==> config.mk <==
export PLATFORM = sky130hd
export DESIGN_NAME = sr_cmd_gen
export DESIGN_NICKNAME = d
export VERILOG_FILES = /design/src/rtl/sr_cmd_gen.sv
export SDC_FILE = /design/constraint.sdc
export NUM_CORES = 1
export LEC_CHECK = 0
export BUFFER_PORTS_ARGS = -buffer_cell sky130_fd_sc_hd__buf_4
export CORE_ASPECT_RATIO = 0.9
export CORE_MARGIN = 5
export CORE_UTILIZATION = 35
export DETAILED_ROUTE_END_ITERATION = 10
export HOLD_SLACK_MARGIN = 0.06
export PLACE_DENSITY = 0.51
export REMOVE_ABC_BUFFERS = 1
export SYNTH_ARGS = -nofsm -noshare
export SYNTH_HDL_FRONTEND = slang
export SYNTH_SLANG_ARGS = --single-unit
==> constraint.sdc <==
create_clock -name clk -period 2.8 [get_ports clk]
set_clock_uncertainty 0.05 [all_clocks]
set_input_delay 0.7 -clock clk [delete_from_list [all_inputs] [get_ports clk]]
set_output_delay 0.7 -clock clk [all_outputs]
set_load 0.02 [all_outputs]
==> src/rtl/sr_cmd_gen.sv <==
// ----------------------------------------------------------------------------
// sr_cmd_gen : sync/debounce/arbitrate set+clear requests into s/r pulses. Rev 1.0
// Optional macro SR_STATE_TRACK_EN: drop commands that would not change the latch.
// ----------------------------------------------------------------------------
`default_nettype none

module sr_cmd_gen #(
   parameter int DEB_CYCLES = 4,
   parameter int PULSE_W    = 2,
   parameter int GUARD      = 1
) (
   input  logic clk,
   input  logic rst_n,
   input  logic set_in,
   input  logic clr_in,
   output logic s,
   output logic r,
   output logic busy,
   output logic conflict
);

   localparam logic [7:0] C_DEB        = 8'(DEB_CYCLES);
   localparam logic [3:0] C_PULSE_LAST = 4'(PULSE_W - 1);
   localparam logic [3:0] C_GUARD_LAST = 4'(GUARD - 1);

   typedef enum logic [1:0] {
      ST_IDLE  = 2'd0,
      ST_SET_P = 2'd1,
      ST_CLR_P = 2'd2,
      ST_GUARD = 2'd3
   } state_t;

   // Bit 0 carries the set path, bit 1 the clear path.
   logic [1:0]       sync1_q, sync2_q;
   logic [1:0]       deb_q, deb_d, deb_dly_q;
   logic [1:0][7:0]  dcnt_q, dcnt_d;
   logic [1:0]       pend_q, pend_d, consume, rise;
   state_t           state_q, state_d;
   logic [3:0]       cnt_q, cnt_d;
   logic             s_d, r_d, busy_d, conflict_d;
`ifdef SR_STATE_TRACK_EN
   logic             model_q, model_d;
`endif

   always_comb begin
      deb_d  = deb_q;
      dcnt_d = dcnt_q;
      for (int i = 0; i < 2; i++) begin
         if (sync2_q[i] == deb_q[i]) begin
            dcnt_d[i] = 8'd0;
         end else if (dcnt_q[i] >= C_DEB) begin
            deb_d[i]  = sync2_q[i];
            dcnt_d[i] = 8'd0;
         end else if (dcnt_q[i] != 8'hFF) begin
            dcnt_d[i] = dcnt_q[i] + 8'd1;
         end
      end
   end

   assign rise = deb_q & ~deb_dly_q;

   always_comb begin
      state_d    = state_q;
      cnt_d      = cnt_q;
      consume    = 2'b00;
      conflict_d = 1'b0;
`ifdef SR_STATE_TRACK_EN
      model_d    = model_q;
`endif
      case (state_q)
         ST_IDLE: begin
            cnt_d = 4'd0;
            if (pend_q == 2'b11) begin
               // Clear wins; the set request is discarded along with it.
               conflict_d = 1'b1;
               consume    = 2'b11;
`ifdef SR_STATE_TRACK_EN
               if (model_q) begin
                  state_d = ST_CLR_P;
                  model_d = 1'b0;
               end
`else
               state_d = ST_CLR_P;
`endif
            end else if (pend_q[0]) begin
               consume[0] = 1'b1;
`ifdef SR_STATE_TRACK_EN
               if (!model_q) begin
                  state_d = ST_SET_P;
                  model_d = 1'b1;
               end
`else
               state_d = ST_SET_P;
`endif
            end else if (pend_q[1]) begin
               consume[1] = 1'b1;
`ifdef SR_STATE_TRACK_EN
               if (model_q) begin
                  state_d = ST_CLR_P;
                  model_d = 1'b0;
               end
`else
               state_d = ST_CLR_P;
`endif
            end
         end
         ST_SET_P, ST_CLR_P: begin
            if (cnt_q == C_PULSE_LAST) begin
               cnt_d   = 4'd0;
               state_d = (GUARD == 0) ? ST_IDLE : ST_GUARD;
            end else begin
               cnt_d = cnt_q + 4'd1;
            end
         end
         ST_GUARD: begin
            if (cnt_q == C_GUARD_LAST) begin
               cnt_d   = 4'd0;
               state_d = ST_IDLE;
            end else begin
               cnt_d = cnt_q + 4'd1;
            end
         end
         default: state_d = ST_IDLE;
      endcase
      // A rising edge arriving in the consume cycle must not be lost.
      pend_d = (pend_q & ~consume) | rise;
      s_d    = (state_d == ST_SET_P);
      r_d    = (state_d == ST_CLR_P);
      busy_d = (state_d != ST_IDLE);
   end

   always_ff @(posedge clk or negedge rst_n) begin
      if (!rst_n) begin
         sync1_q   <= 2'b00;
         sync2_q   <= 2'b00;
         deb_q     <= 2'b00;
         deb_dly_q <= 2'b00;
         dcnt_q    <= '0;
         pend_q    <= 2'b00;
         state_q   <= ST_IDLE;
         cnt_q     <= 4'd0;
         s         <= 1'b0;
         r         <= 1'b0;
         busy      <= 1'b0;
         conflict  <= 1'b0;
`ifdef SR_STATE_TRACK_EN
         model_q   <= 1'b0;
`endif
      end else begin
         sync1_q   <= {clr_in, set_in};
         sync2_q   <= sync1_q;
         deb_q     <= deb_d;
         deb_dly_q <= deb_q;
         dcnt_q    <= dcnt_d;
         pend_q    <= pend_d;
         state_q   <= state_d;
         cnt_q     <= cnt_d;
         s         <= s_d;
         r         <= r_d;
         busy      <= busy_d;
         conflict  <= conflict_d;
`ifdef SR_STATE_TRACK_EN
         model_q   <= model_d;
`endif
      end
   end

endmodule

`default_nettype wire

==> summary.txt, run 1 <==
status: finished, final reports clean
Starting Density: 0.359
Final Max Slew Viols: 0
Final Hold Vio Count: 0
HPWL after detailed placement: 1460 um
vias in the first global route: 832
area leader, netlist: dfrtp_1
syn avg cell area: 12.2 um2
final std cells w/o fill: 190
commonest cells in the netlist: dfrtp_1 (36), inv_1 (15), nor2_1 (12), ha_1 (10), nand2_1 (5)
Synth top area share: 0.621
CTS tree: done
#FFs+latches synth: 36
later-pin clock latency in the skew report: 0.28 ns
placed cells: 182
R2R setup slack: 1.0 ns
critical path type: reg -> reg
Longest Clk Path Bufs: 2
Synth-to-Final Area Change: 15.6%
CTS Hold Bufs: 0
most frequent cell after synthesis: dfrtp_1
Critical Path Sink: s
Gates resized, CTS repair: 0
Max rail drop VDD: 0.289 mV
GRT overflow: 0
nets: 155
Final ANT Viol Nets: 0
full die area: 5540 um2
die width: 77.9 um
DRT iter0 DRCs: 40
worst hold slack: 0.298 ns
CP Data Arrival Time: 1.97 ns
initial antenna violation count: 0
Num CTS Buffers: 5
fmax: 555 MHz
Synth area leaders: dfrtp_1 (62%), ha_1 (8.6%), inv_1 (3.9%)
postcts setup bufs: 0
final worst slack: 0.997 ns
drt first pass iters: 4
IO Port Bufs: 7
Die Span Y: 71.1 um
Final Core Density: 0.415
WL/cell: 10.6 um
RSZ-0062 raised after global routing: false
boundary pin count: 8
CP max stage cell: dfrtp_1
largest net degree at the start of global routing: 37
GPL Wtd Cong: 0.721
Worst R2R Path Depth: 6
first-pass GRT wire length: 3710 um
Post-synth ARST share: 1.00
All-Layer GR Usage: 0.0864
synth warn: 0
crit path max fanout: 5
H-tree depth: 2
Cells after Synth: 119
top_reg_cell synth: dfrtp_1
r2r endpoint: s
DRC errors left: 0
post-route clock period utilization: 0.644
library cells used by synthesis: 31
Worst setup EP type: flip-flop
Seq/Total Area, Yosys: 0.621
ANT cells: 0
CP max stage delay: 0.39 ns
P_leak: 0.793 nW
Via density: 4.33
via count: 822
Worst Hold Class: in -> async
critical path launch point: state_q[1]
CTS root buf: clkbuf_8
post-layout min period: 1.80 ns
Core ar.: 4050 um2
CP delay by family, top: compound AO/OA/AOI/OAI gates
Final TNS setup: 0 ns
Critical path buffers and inverters: 1
crit path cell chain: inv_1 -> ha_1 -> and4bb_1 -> o21ai_0 -> a221oi_2 -> and2_1
final wirelength: 2010 um
max_cap viols: 0
CTS Sinks: 36
final setup fails: 0
worst path required time: 2.97 ns
layout cells sized above 1: 0.155
crit start category: flip-flop
Power Dens Cells: 840 nW/um2
Post-synth EDFFs: 0
Setup WS pre-CTS: 1.00 ns
Stages on worst setup path: 6
r2r startpoint: state_q[1]
Worst-path clk slew: 0.07 ns
Post-Syn Area: 1450 um2
Core Rows: 22
stage by stage:
step	area (um2)	power, mW
finish	1680	1.41
floorplan	1480	0.956
global route	1680	1.51
CTS	1680	1.43
global placement	1590	1.06
detailed placement	1590	1.07
report_power, final:
part	leakage (nW)	total, mW	switching [mW]	internal, mW
clock network	0.0479	0.351	0.178	0.173
registers	0.449	0.638	0.0450	0.593
logic	0.296	0.420	0.234	0.185
cell type report:
| type | instances | area (um2) |
|---|---|---|
| clock buffers | 5 | 68.8 |
| clock inverters | 3 | 18.8 |
| fillers | 373 | 2370 |
| inverters | 15 | 56.3 |
| multi-input cells | 76 | 520 |
| flip-flops and latches | 36 | 901 |
| well taps | 48 | 60.1 |
| repair buffers | 7 | 52.6 |
flip-flops by register name, indices dropped and copies added, names as in the netlist:
signal / cells
deb_dly_q: 2
cnt_q: 4
deb_q: 2
r: 1
sync2_q: 2
s: 1
dcnt_q: 16
pend_q: 2
sync1_q: 2
busy: 1
state_q: 2
conflict: 1
worst min path at each step:
stage                     from         end  slack [ns]  cells past startpoint
global placement    sync1_q[0]  sync2_q[0]        0.28                      0
global route        sync1_q[0]  sync2_q[0]        0.30                      0
finish                   rst_n        busy        0.30                      1
detailed placement  sync1_q[0]  sync2_q[0]        0.28                      0
CTS                 sync1_q[1]  sync2_q[1]        0.30                      0
floorplan           sync1_q[0]  sync2_q[0]        0.28                      0
layout by cell type, fill, tap and decap left out, types with 2 or more instances in the layout:
| master | n |
|---|---|
| nand4_1 | 2 |
| inv_1 | 15 |
| clkinv_2 | 2 |
| nor2_1 | 12 |
| xor2_1 | 2 |
| buf_4 | 7 |
| nor4_1 | 2 |
| a221oi_2 | 2 |
| o21a_1 | 2 |
| o22ai_1 | 3 |
| dfrtp_1 | 36 |
| ha_1 | 10 |
| nand3_1 | 4 |
| and2_1 | 2 |
| o21ai_0 | 4 |
| clkbuf_8 | 5 |
| conb_1 | 10 |
| xnor2_1 | 2 |
| nand2_1 | 5 |
per-layer routing:
metal | routed length [um] | GRT usage | part of all wire
met1 | 915 | 0.0993 | 0.45
met2 | 948 | 0.134 | 0.47
met3 | 107 | 0.0394 | 0.053
met4 | 42 | 0.0458 | 0.021
met5 | 0 | 0 | 0
cells by family (layout without fill, tap and decap cells):
kind of cell	after synthesis	after routing	synth area share
DFF	36	36	0.621
and+or+nand+nor	35	35	0.131
AOI/OAI and AO/OA	17	17	0.0914
buffers and inverters	16	30	0.0440
adders and majority gates	10	10	0.0862
xor gates and xnor gates	4	4	0.0241
other	1	10	0.00258
worst reg2reg max path, stage by stage, from the launching register on:
cell and delay [ns]:
dfrtp_1 0.39, inv_1 0.09, ha_1 0.36, and4bb_1 0.25, o21ai_0 0.10, a221oi_2 0.33
and2_1 0.17
No activity file was read; power rests on OpenSTA's default activity.
==> run 2, diff against run 1 <==
clock period = 1.9 ns   (was 2.8 ns; I/O delays follow)
==> run 2 against run 1 <==
Compared with the run above:
- combinational power grew 58%
- worst hold slack lost 0.22 ns
- worst setup slack lost 0.86 ns
- core utilization grew 0.31 points
- global-route usage is the same
- critical path depth is the same
- critical path type unchanged
- largest cell class unchanged
- highest routed layer unchanged
==> summary.txt, run 2 (synthesis gave the netlist of run 1 again) <==
first-pass GRT wire length: 3710 um (unchanged)
CTS tree: done
All-Layer GR Usage: 0.0864 (unchanged)
Via density: 4.37 (+0.97%)
status: finished, final reports clean
final setup fails: 0 (unchanged)
crit start category: flip-flop
Die Span Y: 71.1 um (unchanged)
via count: 830 (+0.97%)
Final Hold Vio Count: 0 (unchanged)
final worst slack: 0.133 ns (-0.863 ns)
CTS root buf: clkbuf_8
Critical path buffers and inverters: 1 (unchanged)
Max rail drop VDD: 0.411 mV (+42%)
Power Dens Cells: 1250 nW/um2 (+49%)
largest net degree at the start of global routing: 37 (unchanged)
Worst setup EP type: flip-flop
CP max stage cell: dfrtp_1
Synth-to-Final Area Change: 16.5%
critical path type: reg -> reg
boundary pin count: 8 (unchanged)
CP max stage delay: 0.39 ns (about the same)
Starting Density: 0.359 (unchanged)
Top reg by flops: dcnt_q
CP Data Arrival Time: 1.93 ns (-0.04 ns)
DRC errors left: 0 (unchanged)
commonest cells after routing, fill and taps aside: dfrtp_1 (36), inv_1 (15), nor2_1 (12), conb_1 (10), ha_1 (9)
worst hold slack: 0.0798 ns (-0.218 ns)
CP delay by family, top: simple AND/OR/NAND/NOR gates
Longest Clk Path Bufs: 2 (unchanged)
post-route cell area: 1690 um2 (+0.75%)
fmax: 566 MHz (+2.1%)
Core ar.: 4050 um2 (unchanged)
GPL Wtd Cong: 0.721 (unchanged)
WL/cell: 10.7 um (+1.2%)
later-pin clock latency in the skew report: 0.28 ns (about the same)
commonest non-fill, non-tap cell in the layout: dfrtp_1
Worst-path clk slew: 0.07 ns (about the same)
post-route clock period utilization: 0.930 (+0.286)
CTS Hold Bufs: 0 (unchanged)
vias in the first global route: 832 (unchanged)
Setup WS pre-CTS: 0.105 ns (-0.900 ns)
postcts setup bufs: 0 (unchanged)
initial antenna violation count: 0 (unchanged)
Core Rows: 22 (unchanged)
biggest regs: dcnt_q (16), cnt_q (4)
crit path max fanout: 5 (unchanged)
final wirelength: 2040 um (+1.2%)
ANT cells: 0 (unchanged)
Final Max Slew Viols: 0 (unchanged)
CTS Sinks: 36 (unchanged)
Final TNS setup: 0 ns (unchanged)
max_cap viols: 0 (unchanged)
worst path required time: 2.07 ns (-0.90 ns)
GRT overflow: 0 (unchanged)
Placed Area: 1590 um2 (unchanged)
RSZ-0062 raised after global routing: false
Worst Hold Class: in -> async
post-layout min period: 1.77 ns (-0.0367 ns)
layout cells sized above 1: 0.162 (+0.00704)
DRT iter0 DRCs: 24 (-40%)
full die area: 5540 um2 (unchanged)
max reg flops: 16 (unchanged)
H-tree depth: 2 (unchanged)
Final ANT Viol Nets: 0 (unchanged)
crit path cell chain: inv_1 -> ha_4 -> nor4b_1 -> o31ai_1 -> a221oi_2 -> and2_1
P_leak: 0.794 nW (about the same)
Num CTS Buffers: 5 (unchanged)
HPWL after detailed placement: 1460 um (unchanged)
nets: 155 (unchanged)
die width: 77.9 um (unchanged)
IO Port Bufs: 7 (unchanged)
drt first pass iters: 4 (unchanged)
Gates resized, CTS repair: 0 (unchanged)
-- run 2: changes by cell type in the layout (fill, tap and decap cells not counted) --
cell	delta
ha_4	+1
ha_1	-1
-- run 2: area by class of cell --
class | count | area [um2]
clock inverters | 3 | 18.8
clock buffers | 5 | 68.8
multi-input cells | 76 | 533
well taps | 48 | 60.1
inverters | 15 | 56.3
repair buffers | 7 | 52.6
flip-flops and latches | 36 | 901
fillers | 373 | 2360
-- run 2: worst reg2reg max path, stage by stage, from the launching register on --
cell	delay, ns
dfrtp_1	0.39
inv_1	0.17
ha_4	0.25
nor4b_1	0.26
o31ai_1	0.13
a221oi_2	0.29
and2_1	0.16
-- run 2: layer usage --
layer | GRT usage | routed length (um) | up-vias
li1 | - | - | 423
met1 | 0.0993 | 935 | 388
met2 | 0.134 | 946 | 14
met3 | 0.0394 | 113 | 5
met4 | 0.0458 | 42 | 0
met5 | 0 | 0 | -
-- run 2: where the power goes --
part | switching [mW] | internal, mW | total, mW
combinational | 0.358 | 0.305 | 0.663
sequential | 0.0672 | 0.874 | 0.941
clock | 0.262 | 0.255 | 0.517
total | 0.687 | 1.43 | 2.12
-- run 2: final timing paths --
kind                                  from          to  slack (ns)  depth (start not counted)
min in group clk                    set_in  sync1_q[0]        0.24                          1
worst min register to register  sync1_q[1]  sync2_q[1]        0.30                          0
worst max-delay path            state_q[0]           s        0.13                          6
worst max register to register  state_q[0]           s        0.13                          6
max in group asynchronous            rst_n  dcnt_q[11]        1.39                          1
worst min-delay path                 rst_n   pend_q[1]        0.08                          1
-- run 2: stage by stage --
stage               power, mW  utilization  std cells
finish                   2.12        0.418        190
global route             2.27        0.418        190
global placement         1.57        0.393        182
CTS                      2.11        0.415        190
floorplan                1.41            -        127
detailed placement       1.58        0.393        182
==> run 3, diff against run 2 <==
GPL_TIMING_DRIVEN = 0   (was default)
==> run 3 against run 2 <==
Compared with the run above:
- global-route usage grew 0.15 points
- largest cell class unchanged
- first-iteration DRC count down 54%
- cell area increased by 2.5%
- core utilization grew 1.1 points
- clock power rose by 26%
- critical endpoint unchanged
==> summary.txt, run 3 (synthesis gave the netlist of run 1 again) <==
status: finished, final reports clean
HPWL after detailed placement: 1350 um (-7.4%)
DRT iter0 DRCs: 11 (-54%)
DRC errors left: 0 (unchanged)
GPL Wtd Cong: 0.738 (+2.4%)
Final ANT Viol Nets: 0 (unchanged)
post-layout min period: 1.75 ns (-0.0132 ns)
later-pin clock latency in the skew report: 0.29 ns (about the same)
fmax: 570 MHz (+0.75%)
Synth-to-Final Area Change: 19.4%
Longest Clk Path Bufs: 2 (unchanged)
Core ar.: 4050 um2 (unchanged)
final worst slack: 0.147 ns (+0.0132 ns)
GRT overflow: 0 (unchanged)
critical path type: reg -> reg
Starting Density: 0.359 (unchanged)
Worst-path clk slew: 0.07 ns (about the same)
final setup fails: 0 (unchanged)
Final Max Slew Viols: 0 (unchanged)
Setup WS pre-CTS: 0.0824 ns (-0.0222 ns)
layout cells sized above 1: 0.175 (+0.0129)
IO Port Bufs: 7 (unchanged)
worst path required time: 2.08 ns (about the same)
Worst Hold Class: in -> async
Final Hold Vio Count: 0 (unchanged)
full die area: 5540 um2 (unchanged)
post-route cell area: 1730 um2 (+2.5%)
initial antenna violation count: 0 (unchanged)
RSZ-0062 raised after global routing: false
Worst setup EP type: flip-flop
CTS Sinks: 36 (unchanged)
max reg flops: 16 (unchanged)
final wirelength: 2060 um (+1.2%)
Placed Area: 1590 um2 (unchanged)
CTS Hold Bufs: 0 (unchanged)
crit start category: flip-flop
commonest non-fill, non-tap cell in the layout: dfrtp_1
biggest regs: dcnt_q (16), cnt_q (4)
Die Span Y: 71.1 um (unchanged)
Via density: 4.34 (-0.64%)
CTS root buf: clkbuf_8
Top reg by flops: dcnt_q
Core Rows: 22 (unchanged)
Max rail drop VDD: 0.548 mV (+33%)
total power: 2.32 mW (+9.2%)
ANT cells: 0 (unchanged)
first-pass GRT wire length: 3670 um (-0.94%)
CTS tree: done
Power Dens Cells: 1340 nW/um2 (+6.6%)
die width: 77.9 um (unchanged)
boundary pin count: 8 (unchanged)
H-tree depth: 2 (unchanged)
via count: 829 (-0.12%)
Final TNS setup: 0 ns (unchanged)
commonest cells after routing, fill and taps aside: dfrtp_1 (36), inv_1 (14), nor2_1 (12), conb_1 (10), ha_1 (9)
vias in the first global route: 879 (+5.6%)
nets: 156 (+0.65%)
WL/cell: 10.8 um (+0.65%)
Num CTS Buffers: 5 (unchanged)
post-route clock period utilization: 0.923 (-0.00695)
max_cap viols: 0 (unchanged)
drt first pass iters: 4 (unchanged)
All-Layer GR Usage: 0.0880 (+0.00152)
crit path max fanout: 5 (unchanged)
P_leak: 0.817 nW (+2.9%)
largest net degree at the start of global routing: 37 (unchanged)
CP Data Arrival Time: 1.93 ns (about the same)
run 3: changes by cell type in the layout (fill, tap and decap cells not counted):
cell and change:
clkbuf_1 +1, clkinv_4 -1, bufinv_16 +1, nor4b_4 +1, clkinv_2 -1, nor4b_1 -1
inv_1 -1, buf_4 +1, inv_2 +1
run 3: where the power goes:
part           internal (mW)  total, mW  switching (mW)  leakage [nW]
Combinational          0.349      0.724           0.375         0.313
Clock                  0.389      0.654           0.265        0.0552
Sequential             0.874      0.938          0.0643         0.449
Total                   1.61       2.32           0.704         0.817
run 3: what timing repair did:
item / 4_1_cts / 5_1_grt
endpoints found under the setup margin: 0 / 3
buffers inserted: 0 / 1
gates resized for setup: 0 / 5
run 3: per-layer routing:
| layer | vias up | global-route usage | wire, um |
|---|---|---|---|
| met3 | 7 | 0.0547 | 140 |
| met4 | 0 | 0.0401 | 42 |
| met2 | 15 | 0.127 | 914 |
| met5 | - | 0 | 0 |
| met1 | 381 | 0.103 | 963 |
| li1 | 426 | - | - |
run 3: through the flow:
stage          instances   util  hold slack [ns]
6_report             191  0.428           0.0764
5_1_grt              191  0.428            0.115
4_1_cts              190  0.420           0.0917
3_5_place_dp         182  0.393            0.285
3_3_place_gp         182  0.393            0.284
2_1_floorplan        127      -            0.129
run 3: path summary, 6_finish.rpt:
| check | end | depth (start not counted) | startpoint | slack, ns |
|---|---|---|---|---|
| min in group clk | sync1_q[0] | 1 | set_in | 0.24 |
| worst max-delay path | s | 6 | state_q[1] | 0.15 |
| worst min-delay path | r | 1 | rst_n | 0.08 |
| worst max register to register | s | 6 | state_q[1] | 0.15 |
| worst min register to register | sync2_q[0] | 0 | sync1_q[0] | 0.30 |
| max in group asynchronous | dcnt_q[14] | 1 | rst_n | 1.41 |
run 3: cell type report:
| class | instances | area, um2 |
|---|---|---|
| Fill cell | 374 | 2310 |
| Sequential cell | 36 | 901 |
| Multi-Input combinational cell | 76 | 548 |
| Clock buffer | 6 | 72.6 |
| Timing Repair Buffer | 8 | 60.1 |
| Tap cell | 48 | 60.1 |
| Inverter | 15 | 56.3 |
| Clock inverter | 2 | 35.0 |
run 3: worst max-delay path, cell delays in order, from the launching register on:
cell and delay (ns):
dfrtp_1 0.38, inv_1 0.10, ha_4 0.32, and4bb_1 0.24, o21ai_0 0.12, a221oi_2 0.31, and2_1 0.17
